`src/rtl/lmul_uop_sequencer.sv`:
```
// Expands one decoded vector ALU instruction into LMUL register-group micro-ops,
// one per cycle, and stalls fetch/decode while a multi-register group drains.
module lmul_uop_sequencer #(
    parameter int unsigned REG_W    = 5,
    parameter int unsigned MAX_LMUL = 8
) (
    input  logic             clk,
    input  logic             reset,
    input  logic             in_valid,
    output logic             in_ready,
    input  logic [REG_W-1:0] vs1,
    input  logic [REG_W-1:0] vs2,
    input  logic [REG_W-1:0] vd,
    input  logic [2:0]       lmul_enc,
    output logic             out_valid,
    input  logic             out_ready,
    output logic [REG_W-1:0] raA_out,
    output logic [REG_W-1:0] raB_out,
    output logic [REG_W-1:0] rdest_out,
    output logic [2:0]       uop_idx,
    output logic             uop_first,
    output logic             uop_last,
    output logic             illegal,
    output logic             fetch_stall
);

    typedef enum logic [0:0] {
        StIdle,
        StIssue
    } state_e;

    localparam logic [3:0] MaxLmul = 4'(MAX_LMUL);

    state_e           state_q, state_d;
    logic [REG_W-1:0] vs1_q, vs1_d;
    logic [REG_W-1:0] vs2_q, vs2_d;
    logic [REG_W-1:0] vd_q, vd_d;
    logic [2:0]       lmul_m1_q, lmul_m1_d;
    logic [2:0]       idx_q, idx_d;
    logic             illegal_q, illegal_d;

    logic             issue;
    logic             handshake;
    logic             is_last;
    logic             accept;
    logic [3:0]       lmul_dec;
    logic [REG_W-1:0] align_mask;
    logic             legal;

    // Legality of the instruction currently presented upstream.
    always_comb begin
        lmul_dec   = 4'd1 << lmul_enc[1:0];
        align_mask = REG_W'(lmul_dec - 4'd1);
        legal      = 1'b1;
        if (lmul_enc[2] || (lmul_dec > MaxLmul)) begin
            legal = 1'b0;
        end
        if (((vs1 & align_mask) != '0) || ((vs2 & align_mask) != '0) ||
            ((vd & align_mask) != '0)) begin
            legal = 1'b0;
        end
    end

    always_comb begin
        issue       = (state_q == StIssue);
        is_last     = issue && (idx_q == lmul_m1_q);
        handshake   = issue && out_ready;
        // Accept in the same cycle the last micro-op leaves so groups chain without a bubble.
        in_ready    = !issue || (handshake && is_last);
        accept      = in_valid && in_ready;
        fetch_stall = in_valid && !in_ready;
    end

    always_comb begin
        state_d   = state_q;
        vs1_d     = vs1_q;
        vs2_d     = vs2_q;
        vd_d      = vd_q;
        lmul_m1_d = lmul_m1_q;
        idx_d     = idx_q;
        illegal_d = 1'b0;

        if (accept) begin
            if (legal) begin
                vs1_d     = vs1;
                vs2_d     = vs2;
                vd_d      = vd;
                lmul_m1_d = 3'(lmul_dec - 4'd1);
                idx_d     = 3'd0;
                state_d   = StIssue;
            end else begin
                illegal_d = 1'b1;
                idx_d     = 3'd0;
                state_d   = StIdle;
            end
        end else if (handshake) begin
            if (is_last) begin
                idx_d   = 3'd0;
                state_d = StIdle;
            end else begin
                idx_d = idx_q + 3'd1;
            end
        end
    end

    always_ff @(posedge clk) begin
        if (reset) begin
            state_q   <= StIdle;
            vs1_q     <= '0;
            vs2_q     <= '0;
            vd_q      <= '0;
            lmul_m1_q <= 3'd0;
            idx_q     <= 3'd0;
            illegal_q <= 1'b0;
        end else begin
            state_q   <= state_d;
            vs1_q     <= vs1_d;
            vs2_q     <= vs2_d;
            vd_q      <= vd_d;
            lmul_m1_q <= lmul_m1_d;
            idx_q     <= idx_d;
            illegal_q <= illegal_d;
        end
    end

    // Outputs read as zero whenever no micro-op is held.
    always_comb begin
        out_valid = issue;
        illegal   = illegal_q;
        uop_idx   = issue ? idx_q : 3'd0;
        uop_first = issue && (idx_q == 3'd0);
        uop_last  = is_last;
        raA_out   = issue ? (vs1_q + REG_W'(idx_q)) : '0;
        raB_out   = issue ? (vs2_q + REG_W'(idx_q)) : '0;
        rdest_out = issue ? (vd_q + REG_W'(idx_q)) : '0;
    end

endmodule

```
`config.mk`:
```
export PLATFORM = sky130hd
export DESIGN_NAME = lmul_uop_sequencer
export DESIGN_NICKNAME = d
export VERILOG_FILES = /design/src/rtl/lmul_uop_sequencer.sv
export SDC_FILE = /design/constraint.sdc
export NUM_CORES = 1
export LEC_CHECK = 0
export BUFFER_PORTS_ARGS = -buffer_cell sky130_fd_sc_hd__buf_2
export CAP_MARGIN = 0
export CORE_ASPECT_RATIO = 0.75
export CORE_UTILIZATION = 35
export DETAILED_ROUTE_END_ITERATION = 8
export GPL_TIMING_DRIVEN = 0
export PLACE_DENSITY = 0.7
export SYNTH_ARGS = -nofsm -noshare
export SYNTH_HDL_FRONTEND = slang
export SYNTH_SLANG_ARGS = --single-unit
```
`constraint.sdc`:
```
create_clock -name clk -period 2.6 [get_ports clk]
set_clock_uncertainty 0.15 [all_clocks]
set_input_delay 0.65 -clock clk [delete_from_list [all_inputs] [get_ports clk]]
set_output_delay 0.65 -clock clk [all_outputs]
set_load 0.01 [all_outputs]
```
==> impl_metrics.tcl <==
set metrics [dict create \
    worst_setup_path_start_kind "register" \
    fp-row-count 20 \
    via_per_inst 5.09 \
    r2r_end "lmul_m1_q[0]$_SDFFE_PP0P_" \
    rrSetupSlack_ps 240 \
    yosysMostFrequentCell "a21oi_1" \
    min_to "vs1_q[2]$_SDFFE_PP0P_" \
    worst_ep_required_time_ps 1800 \
    ys.flop_type "dfxtp_1" \
    ant_nets 0 \
    antenna_cells 0 \
    tritoncts "done" \
    syn_area_sq_um 1500 \
    yosysSeqAreaShare_pct 30.6 \
    area_delta_synth_final_pct 29.4 \
    track_usage_pct 18.5 \
    synth_edf_count 0 \
    post-route-period-util_pct 100 \
    routedWlPerCell_microns 13.6 \
    finalWorstSetupSlack_ps -10.6 \
    io_buffers 45 \
    total_power_mw 0.679 \
    fp.dieW_microns 77.7 \
    drv_cap 0 \
    drt_pass1_iterations 4 \
    cp_max_fo 6 \
    fin_cells 289 \
    async_reset_ff_share_pct 0 \
    cts_sinks 23 \
    worst_setup_path_end_kind "output pin" \
    routed_wl_microns 3940 \
    dpl.cell_count 280 \
    initialDrtViolationCount 68 \
    path_clk_slew_ps 90 \
    hold_path.class "reg -> reg" \
    nets 272 \
    arrival_ps 1810 \
    post-synth-top-area-cell "dfxtp_1" \
    slew_headroom_pct 67.5 \
    grt-ovfl-total 0 \
    drc 0 \
    yosys-top-cells-count "a21oi_1, dfxtp_1, and2_1" \
    maxSlewViolCount 0 \
    hold_path.startpoint "vs1_q[2]$_SDFFE_PP0P_" \
    grt_max_degree 14 \
    leakage_nw 0.945 \
    worstSkewPairLatency_ps 270 \
    grt_pass1_vias 1364 \
    numCtsBuffers 3 \
    pre_cts_slack_ps -59.3 \
    crit_type "reg -> out" \
    post_route_cells_drive_above_1_share_pct 31.6 \
    vdd_ir_drop_max_mv 0.197 \
    synth_cell_type_count 32 \
    synth.top_cell.area_share_pct 30.6 \
    yosys_warnings 0 \
    finalSetupViolations 2 \
    status "complete, but fails checks" \
    rsz0062_at_grt "yes" \
    tightest_slew_ps 488 \
    boundaryPins 46 \
    start_util_pct 36.8 \
    gp_congestion 0.860 \
    reg2reg_depth 7 \
    synthTopCellsByArea "dfxtp_1, ha_1, a21oi_1" \
    ys_ff_latch 23 \
    violations "setup timing" \
    cts-root-buf "clkbuf_8" \
    chipHeight_microns 58.7 \
    max_clock_freq_mhz 383 \
    routed-via-count 1471 \
    fin_crit_ps 2610 \
    hpwl_microns 2870 \
    worstHoldPathCells 2 \
    hold_viol_final 0 \
    cts_buffer_depth 2 \
    holdWs_ps 341 \
    grt_pass1_wl_microns 6450 \
    core_sq_um 4080 \
    antenna_found_initial 0 \
    rr_startpoint "idx_q[0]$_SDFFE_PP0P_" \
    die_area_sq_um 4560 \
    ctsHoldBuffers 0 \
    syn_inst 180 \
    synth_area_per_cell_sq_um 8.35 \
    synth_nets 217 \
    cts_max_level 1 \
    power_density_nw_per_um2 349 \
]
==> worst max-delay path, stage by stage (launching register included) <==
cell     delay (ps)
dfxtp_4         390
ha_2            190
fa_2            340
a21o_1          180
nand2_1          70
xnor2_1         110
and2_1          140
buf_2           120
==> cell type report <==
class                      instances  area [sq um]
buffer                            10          57.6
tap                               55          68.8
multi-input combinational        142          1020
fill                             408          2130
clock inverter                     1          5.00
inverter                           5          18.8
clock buffer                       3          41.3
timing repair buffer              50           263
sequential                        23           469
==> logic make-up after synthesis <==
| logic type | after synthesis | synth area share [%] |
|---|---|---|
| adders and majority gates | 15 | 14.0 |
| and+or+nand+nor | 61 | 22.1 |
| buffers and inverters | 15 | 5.00 |
| AOI/OAI and AO/OA | 54 | 21.3 |
| DFF | 23 | 30.6 |
| xor gates and xnor gates | 12 | 6.99 |
==> layer usage <==
layer | up-vias | GRT usage [%] | wire length [microns]
li1 | 744 | - | -
met1 | 678 | 23.9 | 1890
met2 | 47 | 32.0 | 1770
met3 | 2 | 4.81 | 272
met4 | 0 | 2.43 | 10
met5 | - | 0 | 0
==> placed cells by master, fill, tap and decap left out, types with 2 or more instances in the layout <==
master / instances
clkbuf_8: 3
ha_1: 9
fa_2: 3
ha_4: 2
o21ai_0: 18
buf_2: 47
inv_1: 5
a21oi_1: 24
dfxtp_4: 2
dfxtp_1: 20
xor2_1: 6
nand2_1: 8
nand3_1: 16
and2_1: 19
nor3_1: 4
clkbuf_2: 2
xnor2_1: 6
clkbuf_1: 3
nor2_1: 5
a21o_1: 6
buf_4: 7
or3_1: 2
==> repair_timing <==
item,in CTS,in global routing
buffers inserted,2,3
hold endpoints to repair,0,0
endpoints found under the setup margin,13,14
gates resized for setup,13,5
==> stage by stage <==
stage / area [sq um] / TNS, ps / util [%]
2_1_floorplan: 1500 / 0 / -
3_3_place_gp: 1800 / -70.5 / 44.0
3_5_place_dp: 1800 / -59.3 / 44.0
4_1_cts: 1900 / -83.3 / 46.5
5_1_grt: 1940 / -296 / 47.7
6_report: 1940 / -19.6 / 47.7
==> flip-flops by register name, summed over array words and instances, names as in the netlist <==
register and cells:
vs1_q 5, vs2_q 5, lmul_m1_q 3, idx_q 3, out_valid 1, illegal 1
vd_q 5
==> worst max-delay path by stage <==
stage,from,to,depth (start not counted)
3_5_place_dp,idx_q[1]$_SDFFE_PP0P_,uop_last,3
3_3_place_gp,idx_q[1]$_SDFFE_PP0P_,uop_last,3
4_1_cts,idx_q[0]$_SDFFE_PP0P_,rdest_out[4],7
5_1_grt,idx_q[0]$_SDFFE_PP0P_,raB_out[4],7
6_report,idx_q[0]$_SDFFE_PP0P_,raA_out[4],7
2_1_floorplan,idx_q[0]$_SDFFE_PP0P_,raA_out[4],6
==> report_power, final <==
group	internal [mW]	switching (mW)
clock	0.107	0.119
combinational	0.0361	0.0536
sequential	0.357	0.00611
No activity file was read; power rests on OpenSTA's default activity.
